File: src/rtl/osc_readout_uart_if.sv
// Read-side bus between the oscillator bank's sample memory and the UART readout block.
// master = readout block (drives ADDRESS, TX, status), slave = bank/host side.
interface osc_readout_uart_if #(
    parameter int ADD_WIDTH  = 16,
    parameter int DATA_WIDTH = 16
);
    logic                  start;
    logic                  bank_ready;
    logic [ADD_WIDTH-1:0]  address;
    logic [DATA_WIDTH-1:0] data;
    logic                  tx;
    logic                  busy;
    logic                  done;
    logic                  aborted;

    modport master (
        input  start, bank_ready, data,
        output address, tx, busy, done, aborted
    );

    modport slave (
        output start, bank_ready, data,
        input  address, tx, busy, done, aborted
    );
endinterface

File: src/rtl/osc_readout_uart.sv
// Walks the bank's sample memory and streams each 16-bit sample as two 8N1 bytes, MSB first.
// Optional OSC_READOUT_CHECKSUM_EN appends a 16-bit running sum as two extra bytes. READ_LATENCY >= 1.
module osc_readout_uart #(
    parameter int ADD_WIDTH    = 16,
    parameter int DATA_WIDTH   = 16,
    parameter int NUM_SAMPLES  = 16384,
    parameter int CLKS_PER_BIT = 868,
    parameter int READ_LATENCY = 2
) (
    input  logic               i_clk,
    input  logic               i_rst,
    osc_readout_uart_if.master rd_if
);

    localparam int CNT_W  = $clog2(CLKS_PER_BIT);
    localparam int WAIT_W = (READ_LATENCY > 1) ? $clog2(READ_LATENCY) : 1;

    localparam logic [CNT_W-1:0]     BIT_LAST  = CNT_W'(CLKS_PER_BIT - 1);
    localparam logic [WAIT_W-1:0]    WAIT_LAST = WAIT_W'(READ_LATENCY - 1);
    localparam logic [ADD_WIDTH-1:0] ADDR_LAST = ADD_WIDTH'(NUM_SAMPLES - 1);
    localparam logic [3:0]           STOP_IDX  = 4'd9;

    typedef enum logic [2:0] {
        S_IDLE,
        S_SETADDR,
        S_WAIT,
        S_SEND_HI,
        S_SEND_LO,
`ifdef OSC_READOUT_CHECKSUM_EN
        S_SUM_HI,
        S_SUM_LO,
`endif
        S_FINISH
    } state_t;

    state_t                r_state;
    state_t                w_state_nxt;

    logic [ADD_WIDTH-1:0]  r_addr;
    logic                  r_tx;
    logic                  r_busy;
    logic                  r_done;
    logic                  r_aborted;
    logic                  r_abort_req;
    logic [7:0]            r_sample_lo;
    logic [8:0]            r_shift;
    logic [3:0]            r_bit_idx;
    logic [CNT_W-1:0]      r_bit_cnt;
    logic [WAIT_W-1:0]     r_wait_cnt;
`ifdef OSC_READOUT_CHECKSUM_EN
    logic [15:0]           r_sum;
`endif

    logic                  w_accept;
    logic                  w_capture;
    logic                  w_load_frame;
    logic [7:0]            w_frame_byte;
    logic                  w_addr_inc;
    logic                  w_end_done;
    logic                  w_end_abort;
    logic                  w_sending;
    logic                  w_frame_done;
    logic                  w_abort_pend;

    assign rd_if.address = r_addr;
    assign rd_if.tx      = r_tx;
    assign rd_if.busy    = r_busy;
    assign rd_if.done    = r_done;
    assign rd_if.aborted = r_aborted;

`ifdef OSC_READOUT_CHECKSUM_EN
    assign w_sending = (r_state == S_SEND_HI) || (r_state == S_SEND_LO) ||
                       (r_state == S_SUM_HI)  || (r_state == S_SUM_LO);
`else
    assign w_sending = (r_state == S_SEND_HI) || (r_state == S_SEND_LO);
`endif

    assign w_frame_done = w_sending && (r_bit_cnt == BIT_LAST) && (r_bit_idx == STOP_IDX);
    // A drop seen in the current cycle counts as well as one latched earlier in the dump.
    assign w_abort_pend = r_abort_req || !rd_if.bank_ready;

    always_ff @(posedge i_clk or posedge i_rst) begin
        if (i_rst) begin
            r_state <= S_IDLE;
        end else begin
            // NOTE: sequential state uses non-blocking assignment so every register samples pre-edge values.
            r_state <= w_state_nxt;
        end
    end

    always_comb begin
        // NOTE: every combinational output is defaulted first so no branch can infer a latch.
        w_state_nxt  = r_state;
        w_accept     = 1'b0;
        w_capture    = 1'b0;
        w_load_frame = 1'b0;
        w_frame_byte = 8'h00;
        w_addr_inc   = 1'b0;
        w_end_done   = 1'b0;
        w_end_abort  = 1'b0;

        unique case (r_state)
            S_IDLE: begin
                if (rd_if.start && rd_if.bank_ready) begin
                    w_accept    = 1'b1;
                    w_state_nxt = S_SETADDR;
                end
            end
            S_SETADDR: begin
                if (w_abort_pend) begin
                    w_end_abort = 1'b1;
                    w_state_nxt = S_IDLE;
                end else begin
                    w_state_nxt = S_WAIT;
                end
            end
            S_WAIT: begin
                if (w_abort_pend) begin
                    w_end_abort = 1'b1;
                    w_state_nxt = S_IDLE;
                end else if (r_wait_cnt == WAIT_LAST) begin
                    w_capture    = 1'b1;
                    w_load_frame = 1'b1;
                    w_frame_byte = rd_if.data[15:8];
                    w_state_nxt  = S_SEND_HI;
                end
            end
            S_SEND_HI: begin
                if (w_frame_done) begin
                    if (w_abort_pend) begin
                        w_end_abort = 1'b1;
                        w_state_nxt = S_IDLE;
                    end else begin
                        w_load_frame = 1'b1;
                        w_frame_byte = r_sample_lo;
                        w_state_nxt  = S_SEND_LO;
                    end
                end
            end
            S_SEND_LO: begin
                if (w_frame_done) begin
                    if (w_abort_pend) begin
                        w_end_abort = 1'b1;
                        w_state_nxt = S_IDLE;
                    end else if (r_addr == ADDR_LAST) begin
`ifdef OSC_READOUT_CHECKSUM_EN
                        w_load_frame = 1'b1;
                        w_frame_byte = r_sum[15:8];
                        w_state_nxt  = S_SUM_HI;
`else
                        w_state_nxt  = S_FINISH;
`endif
                    end else begin
                        w_addr_inc  = 1'b1;
                        w_state_nxt = S_SETADDR;
                    end
                end
            end
`ifdef OSC_READOUT_CHECKSUM_EN
            S_SUM_HI: begin
                if (w_frame_done) begin
                    if (w_abort_pend) begin
                        w_end_abort = 1'b1;
                        w_state_nxt = S_IDLE;
                    end else begin
                        w_load_frame = 1'b1;
                        w_frame_byte = r_sum[7:0];
                        w_state_nxt  = S_SUM_LO;
                    end
                end
            end
            S_SUM_LO: begin
                if (w_frame_done) begin
                    if (w_abort_pend) begin
                        w_end_abort = 1'b1;
                    end
                    w_state_nxt = w_abort_pend ? S_IDLE : S_FINISH;
                end
            end
`endif
            S_FINISH: begin
                w_end_done  = 1'b1;
                w_state_nxt = S_IDLE;
            end
            default: begin
                w_state_nxt = S_IDLE;
            end
        endcase
    end

    // Status, address and sample capture: the address is the sample counter itself.
    always_ff @(posedge i_clk or posedge i_rst) begin
        if (i_rst) begin
            r_busy      <= 1'b0;
            r_done      <= 1'b0;
            r_aborted   <= 1'b0;
            r_addr      <= '0;
            r_abort_req <= 1'b0;
            r_wait_cnt  <= '0;
            r_sample_lo <= 8'h00;
        end else begin
            r_done    <= w_end_done;
            r_aborted <= w_end_abort;

            if (w_accept) begin
                r_busy <= 1'b1;
            end else if (w_end_done || w_end_abort) begin
                r_busy <= 1'b0;
            end

            if (w_accept || w_end_done || w_end_abort) begin
                r_addr <= '0;
            end else if (w_addr_inc) begin
                r_addr <= r_addr + 1'b1;
            end

            if (w_accept || w_end_done || w_end_abort) begin
                r_abort_req <= 1'b0;
            end else if (r_busy && !rd_if.bank_ready) begin
                r_abort_req <= 1'b1;
            end

            if (r_state == S_SETADDR) begin
                r_wait_cnt <= '0;
            end else if (r_state == S_WAIT) begin
                r_wait_cnt <= r_wait_cnt + 1'b1;
            end

            if (w_capture) begin
                r_sample_lo <= rd_if.data[7:0];
            end
        end
    end

`ifdef OSC_READOUT_CHECKSUM_EN
    always_ff @(posedge i_clk or posedge i_rst) begin
        if (i_rst) begin
            r_sum <= 16'h0000;
        end else if (w_accept) begin
            r_sum <= 16'h0000;
        end else if (w_capture) begin
            r_sum <= r_sum + rd_if.data;
        end
    end
`endif

    // UART shifter: start bit goes out on the load edge, stop bit is the 1 shifted in behind the data.
    always_ff @(posedge i_clk or posedge i_rst) begin
        if (i_rst) begin
            r_tx      <= 1'b1;
            r_shift   <= 9'h1FF;
            r_bit_idx <= 4'd0;
            r_bit_cnt <= '0;
        end else if (w_load_frame) begin
            r_tx      <= 1'b0;
            r_shift   <= {1'b1, w_frame_byte};
            r_bit_idx <= 4'd0;
            r_bit_cnt <= '0;
        end else if (w_sending) begin
            if (r_bit_cnt == BIT_LAST) begin
                r_bit_cnt <= '0;
                if (r_bit_idx == STOP_IDX) begin
                    r_tx <= 1'b1;
                end else begin
                    r_tx      <= r_shift[0];
                    r_shift   <= {1'b1, r_shift[8:1]};
                    r_bit_idx <= r_bit_idx + 1'b1;
                end
            end else begin
                r_bit_cnt <= r_bit_cnt + 1'b1;
            end
        end else begin
            r_tx <= 1'b1;
        end
    end

endmodule

File: src/flat_wrapper.sv
// flat-port wrapper written by rule: the top's interface ports become plain ports
module osc_readout_uart_flat 
#(
    parameter int ADD_WIDTH    = 16,
    parameter int DATA_WIDTH   = 16,
    parameter int NUM_SAMPLES  = 16384,
    parameter int CLKS_PER_BIT = 868,
    parameter int READ_LATENCY = 2
)
  (i_clk, i_rst, rd_if_start, rd_if_bank_ready, rd_if_data, rd_if_address, rd_if_tx, rd_if_busy, rd_if_done, rd_if_aborted);
  osc_readout_uart_if #(.ADD_WIDTH(ADD_WIDTH), .DATA_WIDTH(DATA_WIDTH)) rd_if_i ();
  input  logic i_clk;
  input  logic i_rst;
  input wire logic [$bits(rd_if_i.start)-1:0] rd_if_start;
  input wire logic [$bits(rd_if_i.bank_ready)-1:0] rd_if_bank_ready;
  input wire logic [$bits(rd_if_i.data)-1:0] rd_if_data;
  output wire logic [$bits(rd_if_i.address)-1:0] rd_if_address;
  output wire logic [$bits(rd_if_i.tx)-1:0] rd_if_tx;
  output wire logic [$bits(rd_if_i.busy)-1:0] rd_if_busy;
  output wire logic [$bits(rd_if_i.done)-1:0] rd_if_done;
  output wire logic [$bits(rd_if_i.aborted)-1:0] rd_if_aborted;
  assign rd_if_i.start = rd_if_start;
  assign rd_if_i.bank_ready = rd_if_bank_ready;
  assign rd_if_i.data = rd_if_data;
  assign rd_if_address = rd_if_i.address;
  assign rd_if_tx = rd_if_i.tx;
  assign rd_if_busy = rd_if_i.busy;
  assign rd_if_done = rd_if_i.done;
  assign rd_if_aborted = rd_if_i.aborted;
  osc_readout_uart #(.ADD_WIDTH(ADD_WIDTH), .DATA_WIDTH(DATA_WIDTH), .NUM_SAMPLES(NUM_SAMPLES), .CLKS_PER_BIT(CLKS_PER_BIT), .READ_LATENCY(READ_LATENCY)) u_core (.i_clk(i_clk), .i_rst(i_rst), .rd_if(rd_if_i));
endmodule
File: config.mk
export PLATFORM = sky130hd
export DESIGN_NAME = osc_readout_uart_flat
export DESIGN_NICKNAME = d
export VERILOG_FILES = /design/src/rtl/osc_readout_uart_if.sv /design/src/rtl/osc_readout_uart.sv /design/src/flat_wrapper.sv
export SDC_FILE = /design/constraint.sdc
export NUM_CORES = 1
export LEC_CHECK = 0
export CAP_MARGIN = 30
export CORE_ASPECT_RATIO = 0.8
export CORE_MARGIN = 5
export CORE_UTILIZATION = 40
export DETAILED_ROUTE_END_ITERATION = 6
export SLEW_MARGIN = 40
export SYNTH_ARGS = -nofsm -noshare
export SYNTH_HDL_FRONTEND = slang
export SYNTH_SLANG_ARGS = --single-unit
File: constraint.sdc
create_clock -name i_clk -period 6 [get_ports i_clk]
set_input_delay 1.2 -clock i_clk [delete_from_list [all_inputs] [get_ports i_clk]]
set_output_delay 1.2 -clock i_clk [all_outputs]
set_load 0.02 [all_outputs]
==> flow_metrics.env <==
export IMPL_outcome="finished clean"
export IMPL_timing_hold_worst_class="reg2reg"
export IMPL_wire_length_per_cell_after_detailed_routing_microns=14.0
export IMPL_number_of_antenna_violations_at_the_first_check_in_global_routing=0
export IMPL_worst_ep_required_time_ns=6.20
export IMPL_syn_avg_cell_area_sq_um=9.34
export IMPL_io_pins=40
export IMPL_num_nets_final=371
export IMPL_yosys_top_cells_area="sky130_fd_sc_hd__dfrtp_1 (40%), sky130_fd_sc_hd__dfstp_2 (8.2%), sky130_fd_sc_hd__o21ai_0 (4.8%)"
export IMPL_netlist_cell_type_count=54
export IMPL_final_max_slew_viol_count=0
export IMPL_area_delta_synth_final_pct=19.8
export IMPL_global_route_congestion_overflow_total=0
export IMPL_totalNegativeSetupSlack_ns=0
export IMPL_cts_root_buf="sky130_fd_sc_hd__clkbuf_8"
export IMPL_routed_wl_microns=6100
export IMPL_path_class="in2reg"
export IMPL_core_area_sq_um=6960
export IMPL_tritoncts_num_sinks=55
export IMPL_post_cts_repair_setup_buffers=0
export IMPL_die_area_sq_um=9050
export IMPL_gp_congestion=0.809
export IMPL_global_route_wire_length_before_repair_microns=10800
export IMPL_ys_ff_latch=55
export IMPL_tritoncts_num_buffers=5
export IMPL_chipWidth_microns=105
export IMPL_period_share_pct=56.8
export IMPL_clock_skew_ns=0.00863
export IMPL_rsz_0062_raised_after_global_routing="false"
export IMPL_clk_pin_slew_ns=0.09
export IMPL_max_cap_check_violation_count=0
export IMPL_final_area_sq_um=3470
export IMPL_final_hold_violation_count=0
export IMPL_tightestPinTransition_ns=0.687
export IMPL_via_count=2333
export IMPL_detail_route_antenna_nets=0
export IMPL_placedInstanceArea_sq_um=3380
export IMPL_cts_tree="done"
export IMPL_report_power_total_mw=1.14
export IMPL_drc=0
export IMPL_max_freq_ghz=0.294
export IMPL_async_set_or_reset_register_ratio_after_synthesis_pct=100
export IMPL_worst_hold_slack_ns=0.513
export IMPL_cp_data_arrival_time_ns=3.61
export IMPL_synthesis_nets=334
export IMPL_period_needed_ns=3.41
export IMPL_yosys_area_top_type="sky130_fd_sc_hd__dfrtp_1"
export IMPL_clock_latency_ns=0.31
export IMPL_vdd_ir_drop_max_v=0.000167
export IMPL_critPathCaptureType="flip-flop"
export IMPL_drt_pre_antenna_iters=4
export IMPL_post_cts_resized=0
export IMPL_synthDominantCellAreaShare_pct=39.7
export IMPL_leakage_nw=1.37
export IMPL_synth_warning_count=0
export IMPL_setup_viol=0
export IMPL_row_count=27
export IMPL_via_count_of_the_first_global_routing_pass=2221
export IMPL_slew_headroom_pct=54.2
export IMPL_detailedRoute_firstIterationViolations=89
export IMPL_power_density_nw_per_um2=330
export IMPL_clockBufferDepth=2
export IMPL_worst_setup_path_start_kind="primary input"
export IMPL_htree_num_levels=2
export IMPL_die_height_microns=86.1
export IMPL_maximum_number_of_pins_on_one_net_before_global_route_repair=56
export IMPL_grt_total_usage_pct=14.4
export IMPL_post_route_cells_drive_above_1_share_pct=9.20
export IMPL_initial_core_util_pct=41.6
export IMPL_antenna_diode_count=0
export IMPL_place_detailed_hpwl_microns=4300
export IMPL_synth_seq_area_share_pct=47.9
export IMPL_critPathMaxFanout=14
export IMPL_numPortBuffers=39
export IMPL_synthCells=310
export IMPL_avgViaCountPerCell=5.36
export IMPL_yosys_most_used_dff="sky130_fd_sc_hd__dfrtp_1"
export IMPL_synth_cell_area_sq_um=2900
export IMPL_post_cts_hold_buffer_count=0
export IMPL_post_synth_edffs=0
## layer usage
metal | vias up | wire (microns) | GRT usage (%)
li1 | 1194 | - | -
met4 | 0 | 76 | 4.53
met2 | 29 | 2610 | 20.8
met1 | 1103 | 3270 | 21.7
met3 | 7 | 148 | 2.71
met5 | - | 0 | 0
## cell usage after synthesis (3+ instances only)
master,number
sky130_fd_sc_hd__a2111oi_0,3
sky130_fd_sc_hd__inv_1,18
sky130_fd_sc_hd__ha_1,4
sky130_fd_sc_hd__and3_1,5
sky130_fd_sc_hd__o221ai_1,8
sky130_fd_sc_hd__and4_1,5
sky130_fd_sc_hd__or3_1,6
sky130_fd_sc_hd__nor2_1,31
sky130_fd_sc_hd__a21o_1,3
sky130_fd_sc_hd__nor3_1,8
sky130_fd_sc_hd__mux2i_1,8
sky130_fd_sc_hd__o21ai_0,28
sky130_fd_sc_hd__xor2_1,3
sky130_fd_sc_hd__xnor2_1,9
sky130_fd_sc_hd__dfstp_2,9
sky130_fd_sc_hd__clkbuf_1,8
sky130_fd_sc_hd__a21oi_1,13
sky130_fd_sc_hd__nand4_1,8
sky130_fd_sc_hd__dfrtp_1,46
sky130_fd_sc_hd__and2_1,3
sky130_fd_sc_hd__nand3_1,9
sky130_fd_sc_hd__nand2_1,33
sky130_fd_sc_hd__nand3b_1,4
## kinds of logic (layout without fill, tap and decap cells)
family                   count (synthesis)  count (layout)  synth area share, %
AND/OR/NAND/NOR                        129             129                 23.5
AO/OA/AOI/OAI                           72              72                 16.3
flip-flops                              55              55                 47.9
buffers and inverters                   30              68                 4.10
XOR/XNOR                                12              12                 3.63
multiplexers                             8               8                 2.76
adder cells (fa/ha/maj)                  4               4                 1.73
## critical path: stages
cell and delay [ns]:
sky130_fd_sc_hd__clkdlybuf4s50_1 0.56, sky130_fd_sc_hd__nor2b_1 0.39, sky130_fd_sc_hd__nand2_1 0.08, sky130_fd_sc_hd__or4_1 0.67, sky130_fd_sc_hd__nand2b_1 0.48, sky130_fd_sc_hd__o221ai_1 0.22
## report_power, final
part	internal, mW	switching, mW
registers	0.493	0.0864
logic	0.155	0.200
clock network	0.0934	0.116
total	0.742	0.403
## through the flow
| stage | instances | util, % | setup WS, ns |
|---|---|---|---|
| after floorplan | 310 | - | 3.16 |
| after global placement | 427 | 48.5 | 2.33 |
| after detailed placement | 427 | 48.5 | 2.27 |
| after CTS | 435 | 49.9 | 2.60 |
| after global routing | 435 | 49.9 | 2.40 |
| final | 435 | 49.9 | 2.59 |
## sequential cells by signal (all words and copies together), names as in the netlist
| name | cells |
|---|---|
| u_core.rd_if.address | 16 |
| u_core.r_wait_cnt | 1 |
| u_core.r_shift | 8 |
| u_core.r_state | 3 |
| u_core.rd_if.done | 1 |
| u_core.r_abort_req | 1 |
| u_core.rd_if.busy | 1 |
| u_core.r_sample_lo | 8 |
| u_core.rd_if.aborted | 1 |
| u_core.rd_if.tx | 1 |
| u_core.r_bit_cnt | 10 |
| u_core.r_bit_idx | 4 |
## final timing paths
kind                                     startpoint               endpoint  slack [ns]  depth (start not counted)
worst max-delay path               rd_if_bank_ready      u_core.r_shift[3]        2.59                          6
worst min-delay path            u_core.r_bit_cnt[6]    u_core.r_bit_cnt[6]        0.51                          1
worst max register to register  u_core.r_bit_cnt[0]      u_core.r_shift[3]        2.97                          6
worst min register to register  u_core.r_bit_cnt[6]    u_core.r_bit_cnt[6]        0.51                          1
max in group asynchronous                     i_rst      u_core.r_state[2]        4.16                          3
min in group asynchronous                     i_rst  u_core.r_sample_lo[7]        1.39                          3
## layout by cell type, fill, tap and decap left out, types with 2 or more instances in the layout
cell type / instances
sky130_fd_sc_hd__a211oi_1: 2
sky130_fd_sc_hd__dfrtp_1: 46
sky130_fd_sc_hd__a22o_1: 2
sky130_fd_sc_hd__a31o_2: 2
sky130_fd_sc_hd__nor3_1: 7
sky130_fd_sc_hd__xnor2_1: 9
sky130_fd_sc_hd__inv_1: 17
sky130_fd_sc_hd__and4_1: 5
sky130_fd_sc_hd__nor2_1: 31
sky130_fd_sc_hd__nand3_1: 9
sky130_fd_sc_hd__clkbuf_8: 6
sky130_fd_sc_hd__and2_1: 3
sky130_fd_sc_hd__or3_1: 6
sky130_fd_sc_hd__nor3_2: 2
sky130_fd_sc_hd__buf_4: 3
sky130_fd_sc_hd__and3_1: 5
sky130_fd_sc_hd__mux2i_1: 8
sky130_fd_sc_hd__o21ai_0: 28
sky130_fd_sc_hd__nand3b_1: 4
sky130_fd_sc_hd__dfstp_2: 9
sky130_fd_sc_hd__a21o_1: 3
sky130_fd_sc_hd__nand2b_1: 2
sky130_fd_sc_hd__a21oi_1: 13
sky130_fd_sc_hd__a2111oi_0: 3
sky130_fd_sc_hd__xor2_1: 3
sky130_fd_sc_hd__or4_4: 2
sky130_fd_sc_hd__nand2_1: 33
sky130_fd_sc_hd__clkdlybuf4s50_1: 39
sky130_fd_sc_hd__nor4_1: 2
sky130_fd_sc_hd__nand4_1: 8
sky130_fd_sc_hd__ha_1: 4
sky130_fd_sc_hd__o221ai_1: 8
## area by class of cell
class / instances / area [sq um]
Clock buffer: 7 / 86.3
Clock inverter: 1 / 5.00
Fill cell: 690 / 3490
Inverter: 18 / 67.6
Multi-Input combinational cell: 225 / 1400
Sequential cell: 55 / 1390
Tap cell: 87 / 109
Timing Repair Buffer: 42 / 413
No activity file was read; power rests on OpenSTA's default activity.
